**config.mk**
```make
export PLATFORM = sky130hd
export DESIGN_NAME = poly_synth
export DESIGN_NICKNAME = d
export VERILOG_FILES = /design/src/rtl/poly_synth_pkg.sv /design/src/rtl/poly_voice_wave.sv /design/src/rtl/poly_synth.sv
export SDC_FILE = /design/constraint.sdc
export NUM_CORES = 1
export LEC_CHECK = 0
export CAP_MARGIN = 20
export CELL_PAD_IN_SITES_DETAIL_PLACEMENT = 0
export CELL_PAD_IN_SITES_GLOBAL_PLACEMENT = 1
export CORE_MARGIN = 8
export CORE_UTILIZATION = 55
export DETAILED_ROUTE_END_ITERATION = 10
export PLACE_DENSITY_LB_ADDON = 0.1
export RECOVER_POWER = 50
export SETUP_SLACK_MARGIN = 0.3
export SLEW_MARGIN = 20
export SYNTH_ARGS = -nofsm -noshare
export SYNTH_HDL_FRONTEND = slang
export SYNTH_SLANG_ARGS = --single-unit
```
**constraint.sdc**
```tcl
create_clock -name clk -period 26.8 [get_ports clk]
set_input_delay 6.7 -clock clk [delete_from_list [all_inputs] [get_ports clk]]
set_output_delay 6.7 -clock clk [all_outputs]
set_load 0.03 [all_outputs]
```
**src/rtl/poly_synth_pkg.sv**
```systemverilog
// Shared types and constants for the polyphonic synth: waveform codes,
// noise LFSR polynomial/seed and the frame sequencer state type.
package poly_synth_pkg;

   typedef enum logic [1:0] {
      WAVE_SAW    = 2'd0,
      WAVE_SQUARE = 2'd1,
      WAVE_TRI    = 2'd2,
      WAVE_NOISE  = 2'd3
   } wave_e;

   typedef enum logic [1:0] {
      ST_IDLE = 2'd0,
      ST_RUN  = 2'd1,
      ST_OUT  = 2'd2
   } state_e;

   localparam logic [15:0] LFSR_TAPS = 16'hB400;
   localparam logic [15:0] LFSR_SEED = 16'hACE1;

   // Right-shifting Galois step: feedback applied when the bit shifted out is 1.
   function automatic logic [15:0] lfsr_next(input logic [15:0] s);
      return s[0] ? ((s >> 1) ^ LFSR_TAPS) : (s >> 1);
   endfunction

endpackage

```
**src/rtl/poly_voice_wave.sv**
```systemverilog
// Combinational per-voice datapath: phase -> waveform -> envelope-scaled
// signed sample. One instance is time-shared across all voices.
module poly_voice_wave
   import poly_synth_pkg::*;
#(
   parameter int BITDEPTH    = 14,
   parameter int BITFRACTION = 6,
   parameter int ENVBITS     = 8
) (
   input  logic [BITDEPTH+BITFRACTION-1:0] phase_i,
   input  wave_e                           wave_i,
   input  logic [ENVBITS-1:0]              env_i,
   input  logic [15:0]                     lfsr_i,
   output logic signed [BITDEPTH-1:0]      sample_o
);

   localparam int PRW = BITDEPTH + ENVBITS + 1;

   logic [BITDEPTH-1:0]        t;
   logic                       m;
   logic [BITDEPTH-1:0]        t2;
   logic [BITDEPTH-1:0]        tri_raw;
   logic [BITDEPTH-1:0]        noise;
   logic signed [BITDEPTH-1:0] wave_s;
   logic signed [PRW-1:0]      wave_x;
   logic signed [PRW-1:0]      env_x;
   logic signed [PRW-1:0]      prod;

   assign t       = BITDEPTH'(phase_i >> BITFRACTION);
   assign m       = t[BITDEPTH-1];
   assign t2      = t << 1;
   assign tri_raw = m ? ~t2 : t2;

   generate
      if (BITDEPTH <= 16) begin : g_noise_trunc
         assign noise = BITDEPTH'(lfsr_i >> (16 - BITDEPTH));
      end else begin : g_noise_pad
         assign noise = {lfsr_i, {(BITDEPTH-16){1'b0}}};
      end
   endgenerate

   always_comb begin
      wave_s = '0;
      case (wave_i)
         WAVE_SAW:    wave_s = {~t[BITDEPTH-1], t[BITDEPTH-2:0]};
         WAVE_SQUARE: wave_s = m ? {1'b1, {(BITDEPTH-1){1'b0}}}
                                 : {1'b0, {(BITDEPTH-1){1'b1}}};
         WAVE_TRI:    wave_s = {~tri_raw[BITDEPTH-1], tri_raw[BITDEPTH-2:0]};
         default:     wave_s = noise;
      endcase
   end

   // Envelope is unsigned; widen both operands so the product stays exact.
   assign wave_x   = PRW'(wave_s);
   assign env_x    = PRW'(env_i);
   assign prod     = wave_x * env_x;
   assign sample_o = BITDEPTH'(prod >>> ENVBITS);

endmodule

```
**src/rtl/poly_synth.sv**
```systemverilog
// Time-multiplexed polyphonic synth: one voice per clock after each
// sample_clock rising edge, mixed into an offset-binary PCM word.
//
// state   | meaning
// --------+-----------------------------------------------------------
// ST_IDLE | waiting for a sample_clock rising edge
// ST_RUN  | one voice per cycle: advance phase/env, accumulate sample
// ST_OUT  | pcm/pcm_valid presented, LFSR advanced, back to idle
module poly_synth
   import poly_synth_pkg::*;
#(
   parameter int BITDEPTH     = 14,
   parameter int BITFRACTION  = 6,
   parameter int VOICES       = 4,
   parameter int ENVBITS      = 8,
   parameter int ATTACK_STEP  = 16,
   parameter int RELEASE_STEP = 4
) (
   input  logic                                clk,
   input  logic                                rst_n,
   input  logic                                sample_clock,
   input  logic                                wr_en,
   input  logic [$clog2(VOICES)-1:0]           wr_voice,
   input  logic [BITDEPTH+BITFRACTION-1:0]     wr_increment,
   input  logic [1:0]                          wr_wave,
   input  logic                                wr_gate,
   output logic [BITDEPTH-1:0]                 pcm,
   output logic                                pcm_valid,
   output logic                                busy,
   output logic                                overrun
);

   localparam int VB  = $clog2(VOICES);
   localparam int PW  = BITDEPTH + BITFRACTION;
   localparam int AW  = BITDEPTH + VB;
   localparam int EW1 = ENVBITS + 1;
   localparam logic [EW1-1:0]      ATK_W  = EW1'(ATTACK_STEP);
   localparam logic [EW1-1:0]      EMAX_W = {1'b0, {ENVBITS{1'b1}}};
   localparam logic [ENVBITS-1:0]  REL_W  = ENVBITS'(RELEASE_STEP);
   localparam logic [BITDEPTH-1:0] MID    = {1'b1, {(BITDEPTH-1){1'b0}}};

   logic [PW-1:0]      inc_stg_q  [VOICES];
   wave_e              wave_stg_q [VOICES];
   logic               gate_stg_q [VOICES];
   logic [PW-1:0]      inc_act_q  [VOICES];
   wave_e              wave_act_q [VOICES];
   logic               gate_act_q [VOICES];
   logic [PW-1:0]      phase_q    [VOICES];
   logic [ENVBITS-1:0] env_q      [VOICES];

   state_e                state_q;
   logic                  sc_q;
   logic [VB-1:0]         vidx_q;
   logic signed [AW-1:0]  acc_q;
   logic [15:0]           lfsr_q;
   logic [BITDEPTH-1:0]   pcm_q;
   logic                  pcm_valid_q;
   logic                  busy_q;
   logic                  overrun_q;

   logic                       frame_start;
   logic [ENVBITS-1:0]         env_cur;
   logic [EW1-1:0]             env_up;
   logic [ENVBITS-1:0]         env_d;
   logic signed [BITDEPTH-1:0] sample;
   logic signed [AW-1:0]       acc_d;
   logic [BITDEPTH-1:0]        mix;
   logic [BITDEPTH-1:0]        pcm_d;

   assign frame_start = sample_clock & ~sc_q;

   poly_voice_wave #(
      .BITDEPTH    (BITDEPTH),
      .BITFRACTION (BITFRACTION),
      .ENVBITS     (ENVBITS)
   ) u_wave (
      .phase_i  (phase_q[vidx_q]),
      .wave_i   (wave_act_q[vidx_q]),
      .env_i    (env_q[vidx_q]),
      .lfsr_i   (lfsr_q),
      .sample_o (sample)
   );

   assign env_cur = env_q[vidx_q];
   assign env_up  = {1'b0, env_cur} + ATK_W;
   assign env_d   = gate_act_q[vidx_q]
                    ? ((env_up > EMAX_W) ? {ENVBITS{1'b1}} : env_up[ENVBITS-1:0])
                    : ((env_cur < REL_W) ? '0 : env_cur - REL_W);

   // Sum of VOICES samples cannot exceed AW bits, so no saturation is needed.
   assign acc_d = acc_q + AW'(sample);
   assign mix   = BITDEPTH'(acc_d >>> VB);
   assign pcm_d = mix ^ MID;

   always_ff @(posedge clk or negedge rst_n) begin
      if (!rst_n) begin
         state_q     <= ST_IDLE;
         sc_q        <= 1'b0;
         vidx_q      <= '0;
         acc_q       <= '0;
         lfsr_q      <= LFSR_SEED;
         pcm_q       <= MID;
         pcm_valid_q <= 1'b0;
         busy_q      <= 1'b0;
         overrun_q   <= 1'b0;
         for (int v = 0; v < VOICES; v++) begin
            inc_stg_q[v]  <= '0;
            wave_stg_q[v] <= WAVE_SAW;
            gate_stg_q[v] <= 1'b0;
            inc_act_q[v]  <= '0;
            wave_act_q[v] <= WAVE_SAW;
            gate_act_q[v] <= 1'b0;
            phase_q[v]    <= '0;
            env_q[v]      <= '0;
         end
      end else begin
         sc_q        <= sample_clock;
         pcm_valid_q <= 1'b0;
         if (wr_en) begin
            inc_stg_q[wr_voice]  <= wr_increment;
            wave_stg_q[wr_voice] <= wave_e'(wr_wave);
            gate_stg_q[wr_voice] <= wr_gate;
         end
         if (frame_start && (state_q != ST_IDLE)) overrun_q <= 1'b1;
         case (state_q)
            ST_IDLE: begin
               if (frame_start) begin
                  state_q <= ST_RUN;
                  busy_q  <= 1'b1;
                  vidx_q  <= '0;
                  acc_q   <= '0;
                  for (int v = 0; v < VOICES; v++) begin
                     inc_act_q[v]  <= inc_stg_q[v];
                     wave_act_q[v] <= wave_stg_q[v];
                     gate_act_q[v] <= gate_stg_q[v];
                  end
               end
            end
            ST_RUN: begin
               phase_q[vidx_q] <= phase_q[vidx_q] + inc_act_q[vidx_q];
               env_q[vidx_q]   <= env_d;
               acc_q           <= acc_d;
               vidx_q          <= vidx_q + VB'(1);
               if (vidx_q == VB'(VOICES-1)) begin
                  state_q     <= ST_OUT;
                  pcm_q       <= pcm_d;
                  pcm_valid_q <= 1'b1;
               end
            end
            ST_OUT: begin
               state_q <= ST_IDLE;
               busy_q  <= 1'b0;
               lfsr_q  <= lfsr_next(lfsr_q);
            end
            default: state_q <= ST_IDLE;
         endcase
      end
   end

   assign pcm       = pcm_q;
   assign pcm_valid = pcm_valid_q;
   assign busy      = busy_q;
   assign overrun   = overrun_q;

endmodule

```
## Word-level counts from Yosys, hierarchy flattened

Index checks and enable logic that the tools add are counted.
W data, S select, Z words.

- Add/subtract/negate cells: 5
- $mul: 1
- Magnitude comparators: 6
- Equal/unequal tests: 7
- Mux-type cells: 48
- Bitwise logic cells: 9
- Reductions and logical operators: 13

Operators by type and width:

| cell | count |
|---|---|
| $bwmux W80 | 2 |
| $mux W20 | 6 |
| $bmux W20 S2 | 2 |
| $demux W20 S2 | 2 |
| $mux W8 | 6 |
| $pmux W14 S3 | 1 |
| $bwmux W32 | 1 |
| $mux W16 | 2 |
| $pmux W16 S2 | 1 |
| $mux W14 | 2 |
| $mul A14 B9 Y22 | 1 |
| $add A20 B20 Y20 | 1 |
| $add A16 B14 Y16 | 1 |
| $bmux W8 S2 | 1 |
| $demux W8 S2 | 1 |
| $not A14 Y14 | 1 |
| $mux W2 | 6 |
| $reduce_and A2 Y1 | 5 |
| $add A8 B5 Y9 const B | 1 |
| $gt A9 B8 Y1 const B | 1 |
| $bwmux W8 | 1 |
| $lt A8 B3 Y1 const B | 1 |
| $pmux W2 S2 | 2 |
| $sub A8 B3 Y8 const B | 1 |
| 20 further kinds | 40 |

- Bits in registers: 350
- Input bits: 29
- Output and inout bits: 17
- Word-level logic and storage cells: 130

## Depth between registers and ports, before layout

Gate-level depths: netlist of the first run.

- Depth in word-level cells: 11
- Mapped depth: 39
- Depth with buffers taken out: 36

## Cells and area by module

From an unflattened synthesis of the first run, not the netlist that was laid out.

- Cell total of the unflattened synthesis: 2008
- Area, all modules: 20548.5 um2

By module, submodules not included:

| module | instances | cells each | area each (um2) | sequential area each (um2) |
|---|---|---|---|---|
| poly_synth | 1 | 1460 | 16102.9 | 8769.7 |
| poly_voice_wave | 1 | 548 | 4445.5 | 0.0 |

## Worst setup path before layout of the first run

Ideal clock, no wire load.

- Kind: register -> register
- From: register vidx_q[0]
- To: register acc_q[15]
- Setup time: 0.124 ns
- Arrival time: 8.384 ns
- Required time: 26.676 ns
- Setup slack: 18.292 ns
- Cell stages (with the launch flop): 39
- Buffers on the path: 4
- Period minus slack after synthesis: 8.508 ns
- Cell sequence: dfrtp_1 -> buf_6 -> buf_4 -> buf_1 -> buf_2 -> mux4_2 -> a21oi_1 -> o221ai_1 -> inv_1 -> nand2_1 -> fa_1 -> inv_1 -> fa_1 -> inv_1 -> fa_1 -> inv_1 -> fa_1 -> ha_1 -> (+3 left out) -> o31ai_4 -> and2_1 -> nand2_1 -> nand2b_1 -> a21oi_1 -> xnor2_1 -> ha_1 -> o21ai_0 -> nand2_1 -> a31oi_1 -> nand2b_1 -> nor3_1 -> a2111oi_0 -> o21a_1 -> o21ai_0 -> xnor2_1 -> nor2_1 -> o31a_1

- Longest elaborated chain between the ends: 11
- Elaborated cells on any way between the ends: 22
- Those cells by class: 1 x add/sub; 1 x mul; 2 x eq/ne; 13 x mux; 4 x bitwise; 1 x reduce/logical

Ends and longest elaborated chain:

| what | line | RTL |
|---|---|---|
| from (decl) | poly_synth.sv:53 | `logic [VB-1:0] vidx_q;` |
| from (signal assigned) | poly_synth.sv:143 | `vidx_q <= vidx_q + VB'(1);` |
| $not A2 Y3 (implied by the code) (*) | poly_synth.sv:77, poly_synth.sv:78, poly_synth.sv:79 |  |
| $bmux W20 S2 | poly_synth.sv:77 | `.phase_i (phase_q[vidx_q]),` |
| $mux W20 (implied by the code) (2 in series) | poly_synth.sv:77 |  |
| $not A14 Y14 | poly_voice_wave.sv:32 | `assign tri_raw = m ? ~t2 : t2;` |
| $mux W14 | poly_voice_wave.sv:32 |  |
| $not A1 Y1 | poly_voice_wave.sv:48 | `WAVE_TRI: wave_s = {~tri_raw[BITDEPTH-1], tri_raw[BITDEPTH-2:0]};` |
| $pmux W14 S3 | poly_voice_wave.sv:44 | `case (wave_i)` |
| $mul A14 B9 Y22 (*) | poly_voice_wave.sv:56 | `assign prod = wave_x * env_x;` |
| $add A16 B14 Y16 (*) | poly_synth.sv:91 | `assign acc_d = acc_q + AW'(sample);` |
| $pmux W16 S2 (*) | poly_synth.sv:125 | `case (state_q)` |
| to (signal assigned) | poly_synth.sv:100 | `acc_q <= '0;` |
| to (signal assigned) | poly_synth.sv:131 | `acc_q <= '0;` |
| to (signal assigned) | poly_synth.sv:142 | `acc_q <= acc_d;` |
| to (decl) | poly_synth.sv:54 | `logic signed [AW-1:0] acc_q;` |

Every way passes the cells marked *; elsewhere a longest branch is shown, timed or not. The select of a mux whose other input is x is not followed.
A chain may end at the register's enable or synchronous reset.

==> run_results.csv, run 1 <==
group,metric,value,unit
run_status,status,"finished, violations left",
run_status,violations,"capacitance limit, slew limit",
timing,slew_headroom,-280,%
timing,max_freq,72.8,MHz
logic_synthesis,synthCells,1785,
timing,min_period_over_period,51.3,%
clocking,cts_num_sinks,350,
logic_synthesis,synth_edf_count,0,
floorplanning,core_area,0.0363,mm^2
timing,finClkSkew,0.0185,ns
layout,drive_above_1_share,19.6,%
logic_synthesis,synth-main-ff-cell,"dfrtp_1",
setup_path,worstReg2RegEnd,"acc_q[15]",
floorplanning,initial_core_util,55.3,%
setup_path,cp_num_cells,3,
setup_path,cp.arrival,14.28,ns
setup_path,critical_path_class,"input port to async pin",
setup_path,r2r-start,"vidx_q[0]",
clocking,cts_buffer_depth,3,
clocking,cts_root_buffer,"clkbuf_16",
timing,worstMarginPinSlew,5.70,ns
grt,grt_pass1_wl,72300,um
flow_run,cap_violations,9,
clocking,htreeDepth,2,
grt,grt_pass1_vias,13600,
logic_synthesis,seq_area_frac_synth,43.8,%
worst_hold_path,min_path_type,"flop to flop",
setup_path,r2r_slack,14.70,ns
placed_design,io_buffers,45,
clocking,cts-hold-fix-buffers,0,
logic_synthesis,yosysUniqueCellTypes,67,
timing,fin_setup_tns,0,ns
routing,dr_total_vias,12900,
setup_path,worst_setup_path_end_kind,"async pin",
routing,drc,0,
setup_path,cp-endpoint,"acc_q[0]",
setup_path,worstPathMaxFanout,182,
placed_design,placed_area,0.0209,mm^2
grt,grt_use_total,21.4,%
grt,antenna_found_initial,0,
timing,rsz0062_at_grt,"false",
placed_design,gp_congestion,0.825,
routing,via_per_inst,5.63,
placed_design,hpwl,29500,um
setup_path,setup.worst_path.start,"rst_n",
floorplanning,die_h,207,um
setup_path,cp_common_cell,"clkbuf_1",
clocking,cts_buffers,39,
routing,first_iter_violations,678,
layout,fin_nets,2004,
setup_path,worst-path-buf-inv,3,
logic_synthesis,synthArstFlopShare,100,%
timing,finalSetupViolCount,0,
setup_path,path_delay_family,"buffers and inverters",
clocking,post_cts_buffers,0,
layout,final_cells,2299,
clocking,cts-resized-gates,0,
routing,drtPass1Iterations,5,
setup_path,cpPeakStageDelay,3.91,ns
floorplanning,die_w,207,um
logic_synthesis,synth_nets,1987,
floorplanning,die_area,0.0428,mm^2
clocking,cts_tree,"yes",
logic_synthesis,yosys_warnings,0,
placed_design,dp_cells,2228,
layout,diodes,0,
routing,postRouteAntennaNets,0,
setup_path,required,27.34,ns
clocking,clk_latency,0.55,ns
floorplanning,num_rows,70,
clocking,path_clk_slew,0.06,ns
logic_synthesis,ys_ff_latch,350,
timing,hold_viol_final,0,
layout,final_cell_area,0.0222,mm^2
setup_path,cp-start-kind,"input port",
logic_synthesis,syn_area_per_cell,11.2,um^2
setup_path,reg2regPathDepth,36,
routing,drt_wl_total,43500,um
grt,grt_max_degree,183,
logic_synthesis,syn_area,0.0200,mm^2
floorplanning,ios,46,
setup_path,slowest_stage,"clkbuf_1",
grt,gr-total-overflow,0,
setup_path,crit_chain,"clkbuf_1, clkbuf_1, buf_12",
layout,area_growth,10.6,%
routing,wl_per_cell,18.9,um
timing,maxSlewViolCount,410,
timing,fin_crit,13.74,ns
## synth_stat cells, types with 3 or more instances
master	count	area, um^2
a211o_1	4	35.0
a211oi_1	5	37.5
a21o_1	22	165
a21oi_1	46	230
a221oi_1	3	26.3
a31oi_1	3	18.8
and2_1	8	50.1
and3_1	3	18.8
buf_1	9	33.8
buf_2	4	20.0
clkbuf_1	71	267
dfrtp_1	341	8530
dfstp_2	9	236
fa_1	89	1780
ha_1	84	1050
inv_1	153	574
mux2_2	210	2360
mux2i_1	8	80.1
mux4_2	46	1040
nand2_1	229	860
nand2b_1	16	100
nand3_1	13	65.1
nor2_1	85	319
nor2b_1	9	56.3
nor3_1	14	70.1
nor3b_1	6	45.0
nor4_1	3	18.8
nor4b_1	3	26.3
o211ai_1	4	30.0
o21a_1	5	37.5
o21ai_0	147	736
o221ai_1	8	70.1
o22ai_1	27	169
o31ai_1	3	22.5
or3_1	4	25.0
xnor2_1	30	263
xor2_1	20	175
## metrics by stage
step                util [%]  worst slack, ns  hold slack [ns]
floorplan                  -            18.29            0.441
global placement        57.6            16.99            0.456
detailed placement      57.6            16.82            0.465
CTS                     61.2            16.82            0.478
global route            61.1            11.61            0.492
finish                  61.1            13.06            0.473
## flip-flops by register name (all words and copies together), names as in the netlist
signal and flops:
inc_act_q 80, inc_stg_q 80, phase_q 80, env_q 32
acc_q 16, lfsr_q 16, pcm 14, wave_act_q 8
wave_stg_q 8, gate_act_q 4, gate_stg_q 4, state_q 2
vidx_q 2, busy 1, overrun 1, pcm_valid 1
sc_q 1
## cell families (layout without fill, tap and decap cells)
family | count (synthesis) | count (layout) | synth area share (%)
buffers and inverters | 241 | 287 | 4.63
muxes | 264 | 264 | 17.4
DFF | 350 | 350 | 43.8
AOI/OAI and AO/OA | 300 | 300 | 9.07
xor gates and xnor gates | 50 | 50 | 2.19
and+or+nand+nor | 406 | 406 | 8.79
adders and majority gates | 174 | 174 | 14.2
## layer usage
metal  wire, um  track usage (%)  vias up
met5          0                0        -
met2      21500             36.6      162
met4        914             5.54        0
met1      19800             28.5     6588
li1           -                -     6137
met3       1210             3.12       58
## final cells by class
class / instances / area [um^2]
Timing Repair Buffer: 63 / 586
Fill cell: 3052 / 14100
Clock inverter: 13 / 144
Tap cell: 468 / 586
Inverter: 154 / 578
Multi-Input combinational cell: 1194 / 10400
Sequential cell: 350 / 8770
Clock buffer: 57 / 1130
## worst register-to-register path, delay by kind of cell, from the launching register on
| family | cells | cell delay [ns] |
|---|---|---|
| fa+ha+maj | 6 | 2.62 |
| compound gates | 10 | 2.54 |
| buf+inv | 5 | 2.37 |
| simple gates | 12 | 1.74 |
| flops | 1 | 1.50 |
| mux | 1 | 0.80 |
| xor+xnor | 2 | 0.40 |
## worst min-delay path by stage
stage | startpoint | to | cells after the start
after global routing | phase_q[26] | phase_q[26] | 2
after global placement | phase_q[68] | phase_q[68] | 2
final | env_q[10] | env_q[10] | 2
after detailed placement | phase_q[16] | phase_q[16] | 2
after CTS | phase_q[16] | phase_q[16] | 2
after floorplan | phase_q[0] | phase_q[0] | 2
## cells in the final DEF (no fill, tap or decap), drive strengths merged, types with 5 or more instances in the layout
| master | Yosys | layout |
|---|---|---|
| dfrtp | 341 | 341 |
| nand2 | 229 | 229 |
| mux2 | 210 | 210 |
| inv | 153 | 158 |
| o21ai | 150 | 150 |
| fa | 89 | 89 |
| nor2 | 85 | 85 |
| ha | 84 | 84 |
| clkbuf | 71 | 65 |
| a21oi | 47 | 47 |
| mux4 | 46 | 46 |
| clkdlybuf4s50 | 0 | 42 |
| xnor2 | 30 | 30 |
| o22ai | 27 | 27 |
| a21o | 22 | 22 |
| xor2 | 20 | 20 |
| nand2b | 16 | 16 |
| nor3 | 14 | 14 |
| nand3 | 13 | 13 |
| buf | 16 | 11 |
| nor2b | 10 | 10 |
| dfstp | 9 | 9 |
| o221ai | 9 | 9 |
| mux2i | 8 | 8 |
| and2 | 8 | 8 |
| nor3b | 6 | 6 |
| o21a | 5 | 5 |
| a211oi | 5 | 5 |
| a211o | 5 | 5 |
Power of run 1 is left out: the tool's default activity adds up to more than one toggle a clock period on the data nets, which glitch-free logic cannot reach.
==> run 2: changes to the inputs <==
- CORE_UTILIZATION: 55 -> 46
- clock period: 26.8 -> 12 ns (I/O delays scaled with it)
==> run 2 against run 1 <==
Effect of this change: the run still ends with capacitance limit, slew limit left; global-route usage shrank 2.8 points; via count grew 0.56%; sequential share of layout area shrank 0.40 points; highest routed layer unchanged.
==> run_results.csv, run 2 (synthesized netlist as in run 1, its figures left out) <==
group,metric,value,unit
timing,min_period_over_period,81.7,%
routing,drtPass1Iterations,5,
clocking,cts_buffers,41,
setup_path,worst-path-buf-inv,2,
setup_path,required,12.43,ns
clocking,path_clk_slew,0.06,ns
clocking,clk_latency,0.56,ns
grt,antenna_found_initial,0,
routing,wl_per_cell,18.6,um
worst_hold_path,hold_start,"pcm[13]",
placed_design,io_buffers,45,
placed_design,hpwl,31200,um
routing,drt_wl_total,45100,um
floorplanning,num_rows,76,
grt,met3_usage,3.07,%
timing,rsz0062_at_grt,"false",
floorplanning,die_h,225,um
timing,maxSlewViolCount,459,
layout,mostFrequentLayoutCells,"340 x dfrtp_1, 226 x nand2_1, 210 x mux2_2, 153 x inv_1, 147 x o21ai_0",
setup_path,cp_common_cell,"fa_1",
routing,first_iter_violations,784,
clocking,cts_root_buffer,"clkbuf_16",
layout,fin_nets,2009,
setup_path,r2r-start,"vidx_q[0]",
timing,max_freq,102,MHz
routing,drc,0,
worst_hold_path,hold_depth,2,
grt,use_met1,26.1,%
run_status,violations,"capacitance limit, slew limit",
setup_path,r2r_slack,2.20,ns
setup_path,cpPeakStageDelay,0.89,ns
clocking,cts-resized-gates,0,
setup_path,worstReg2RegEnd,"acc_q[15]",
clocking,cts_num_sinks,350,
floorplanning,core_area,0.0431,mm^2
layout,mostFrequentLayoutCell,"dfrtp_1",
grt,gr-usage-met2,30.3,%
clocking,htreeDepth,2,
grt,busiest_layer,"met2",
setup_path,worst_setup_path_end_kind,"flop",
clocking,cts_buffer_depth,3,
timing,fin_setup_tns,0,ns
setup_path,reg2regPathDepth,33,
timing,whs,0.463,ns
floorplanning,die_w,225,um
grt,grt_use_total,18.6,%
layout,fillCellCount,3881,
grt,grt_pass1_wl,75700,um
timing,fin_crit,9.80,ns
timing,finalSetupViolCount,0,
layout,top_regs,"inc_act_q x80, inc_stg_q x80, phase_q x80",
floorplanning,initial_core_util,46.5,%
layout,drive_above_1_share,19.4,%
flow_run,cap_violations,10,
worst_hold_path,min_path_type,"flop to flop",
clocking,cts-hold-fix-buffers,0,
setup_path,critical_path_class,"flop to flop",
timing,worstMarginPinSlew,6.13,ns
run_status,status,"finished, violations left",
setup_path,cp-start-kind,"flop",
layout,diodes,0,
setup_path,slowest_stage,"dfrtp_4",
setup_path,worstPathMaxFanout,38,
timing,hold_viol_final,0,
grt,gr-total-overflow,0,
placed_design,gp_congestion,0.811,
layout,multi_input_area,0.0104,mm^2
floorplanning,ios,46,
grt,grt_max_degree,162,
routing,via_per_inst,5.37,
placed_design,placed_area,0.0211,mm^2
clocking,post_cts_buffers,0,
layout,seqCellArea,0.00877,mm^2
routing,dr_total_vias,13000,
layout,area_growth,11.8,%
floorplanning,die_area,0.0505,mm^2
setup_path,cp.arrival,10.24,ns
grt,grt_pass1_vias,13700,
layout,final_cell_area,0.0224,mm^2
worst_hold_path,whs_endpoint,"pcm[13]",
routing,postRouteAntennaNets,0,
timing,slew_headroom,-309,%
clocking,cts_tree,"yes",
timing,finClkSkew,0.0177,ns
setup_path,path_delay_family,"compound AO/OA/AOI/OAI gates",
[run 2: routing by layer]
layer	part of all wire, %	vias up
met4	1.7	0
met1	48	6663
met2	47	146
li1	-	6165
met3	3.1	44
met5	0	-
[run 2: worst max-delay path by stage]
stage | startpoint | end | depth (start not counted)
5_1_grt | rst_n | vidx_q[0] | 2
6_report | vidx_q[0] | acc_q[15] | 33
4_1_cts | vidx_q[0] | acc_q[15] | 33
3_3_place_gp | vidx_q[0] | acc_q[15] | 36
2_1_floorplan | vidx_q[0] | acc_q[15] | 38
3_5_place_dp | vidx_q[0] | acc_q[15] | 33
[run 2: layout make-up]
class	count	share of cell area, %
clock buffers	62	5.30
repair buffers	66	2.60
clock inverters	11	0.827
flip-flops and latches	350	39.2
multi-input cells	1194	46.3
inverters	154	2.58
well taps	585	3.27
[run 2: stage by stage]
step / worst slack (ns) / utilization, % / cells
2_1_floorplan: 3.49 / - / 1785
3_3_place_gp: 2.49 / 48.9 / 2349
3_5_place_dp: 2.26 / 48.9 / 2349
4_1_cts: 2.22 / 52.1 / 2422
5_1_grt: 1.02 / 52.0 / 2422
6_report: 2.20 / 52.0 / 2422
[run 2: worst min-delay path, stage by stage (launching register included)]
cell and delay (ns):
dfstp_2 0.37, nand2_1 0.04, o21ai_1 0.05
Power of run 2 is left out for the same reason.
==> run 3: changes to the inputs <==
- CORE_UTILIZATION: 46 -> 51
- clock period: 12 -> 10.1 ns (I/O delays scaled with it)
==> run 3 against run 2 <==
Effect of this change: routed wire length fell by 2.9%; highest routed layer unchanged; global-route usage rose by 0.85 points; sequential share of layout area rose by 0.40 points; the run still ends with capacitance limit, slew limit left.
==> run_results.csv, run 3 (synthesized netlist as in run 1, its figures left out) <==
group,metric,value,unit
routing,wl_per_cell,18.6,um
placed_design,hpwl,30600,um
setup_path,cp_common_cell,"inv_1",
clocking,cts_buffers,38,
routing,drt_wl_total,43800,um
grt,met3_usage,2.81,%
clocking,cts-hold-fix-buffers,0,
clocking,cts-resized-gates,0,
setup_path,slowest_stage,"clkbuf_1",
setup_path,cpPeakStageDelay,0.98,ns
layout,fin_nets,2009,
setup_path,worst_setup_path_end_kind,"flop",
routing,drc,0,
timing,finClkSkew,0.0177,ns
floorplanning,ios,46,
timing,slew_headroom,-262,%
floorplanning,die_h,214,um
layout,area_growth,10.7,%
timing,rsz0062_at_grt,"false",
floorplanning,die_area,0.0459,mm^2
layout,top_regs,"inc_act_q x80, inc_stg_q x80, phase_q x80",
grt,grt_pass1_vias,13800,
setup_path,cp.arrival,9.60,ns
timing,maxSlewViolCount,334,
routing,dr_total_vias,13000,
timing,worstMarginPinSlew,5.42,ns
grt,gr-total-overflow,0,
clocking,cts_buffer_depth,3,
timing,min_period_over_period,90.7,%
routing,via_per_inst,5.53,
grt,gr-usage-met2,32.3,%
grt,grt_pass1_wl,73000,um
timing,hold_viol_final,0,
grt,grt_max_degree,106,
flow_run,cap_violations,6,
layout,mostFrequentLayoutCells,"339 x dfrtp_1, 227 x nand2_1, 210 x mux2_2, 153 x inv_1, 146 x o21ai_0",
placed_design,io_buffers,45,
timing,max_freq,109,MHz
routing,postRouteAntennaNets,0,
grt,grt_use_total,19.5,%
layout,mostFrequentLayoutCell,"dfrtp_1",
clocking,cts_num_sinks,350,
layout,drive_above_1_share,20.0,%
grt,busiest_layer,"met2",
run_status,violations,"capacitance limit, slew limit",
grt,use_met1,26.6,%
timing,fin_setup_tns,0,ns
floorplanning,initial_core_util,51.7,%
layout,diodes,0,
floorplanning,die_w,214,um
routing,drtPass1Iterations,5,
layout,fillCellCount,3334,
layout,multi_input_area,0.0104,mm^2
clocking,clk_latency,0.55,ns
setup_path,worstPathMaxFanout,24,
routing,first_iter_violations,569,
worst_hold_path,min_path_type,"flop to flop",
timing,fin_crit,9.16,ns
floorplanning,core_area,0.0387,mm^2
clocking,cts_root_buffer,"clkbuf_16",
setup_path,required,10.53,ns
run_status,status,"finished, violations left",
setup_path,cp-start-kind,"flop",
setup_path,critical_path_class,"flop to flop",
layout,seqCellArea,0.00878,mm^2
clocking,post_cts_buffers,0,
clocking,path_clk_slew,0.06,ns
placed_design,gp_congestion,0.813,
timing,finalSetupViolCount,0,
clocking,cts_tree,"yes",
clocking,htreeDepth,2,
floorplanning,num_rows,72,
grt,antenna_found_initial,0,
[run 3: cell types whose count changed in the layout (fill, tap and decap cells not counted), moves of 2 or more]
cell       delta
clkinv_2      +5
buf_4         +6
clkbuf_16     -3
clkbuf_2      +2
clkbuf_8      +2
bufinv_16     -4
clkbuf_1      -9
[run 3: area by class of cell]
class / instances / share of cell area [%]
inverters: 154 / 2.61
clock buffers: 56 / 5.05
repair buffers: 69 / 2.71
flip-flops and latches: 350 / 39.6
clock inverters: 12 / 0.372
multi-input cells: 1194 / 46.8
well taps: 518 / 2.92
[run 3: critical path: cells and delay by family (launching register included)]
kind	cells	cell delay (ns)
AOI/OAI and AO/OA	13	2.66
xor gates and xnor gates	2	0.44
adders and majority gates	6	2.59
buffers and inverters	8	1.84
DFF	1	0.67
muxes	1	0.50
and+or+nand+nor	4	0.31
[run 3: per-stage QoR]
step	hold slack [ns]	std cells	setup slack, ns	util (%)	instance area [um^2]
6_report	0.474	2353	0.935	57.3	22200
5_1_grt	0.497	2353	0.249	57.3	22200
4_1_cts	0.478	2353	0.962	57.3	22200
3_5_place_dp	0.465	2285	1.04	54.2	21000
3_3_place_gp	0.456	2285	1.22	54.2	21000
2_1_floorplan	0.441	1785	1.59	-	20000
[run 3: worst paths after layout]
| check | slack [ns] | to | cells past startpoint | from |
|---|---|---|---|---|
| max | 0.94 | acc_q[15] | 34 | vidx_q[1] |
| min | 0.47 | env_q[14] | 2 | env_q[14] |
| max reg2reg | 0.94 | acc_q[15] | 34 | vidx_q[1] |
| min reg2reg | 0.47 | env_q[14] | 2 | env_q[14] |
| max in group asynchronous | 2.25 | vidx_q[1] | 2 | rst_n |
| min in group asynchronous | 3.96 | inc_act_q[2] | 1 | rst_n |
[run 3: metal layers]
layer,vias up,part of all wire [%]
li1,6156,-
met1,6597,47
met2,193,48
met3,62,3.1
met4,0,2.1
met5,-,0
Power of run 3 is left out for the same reason.
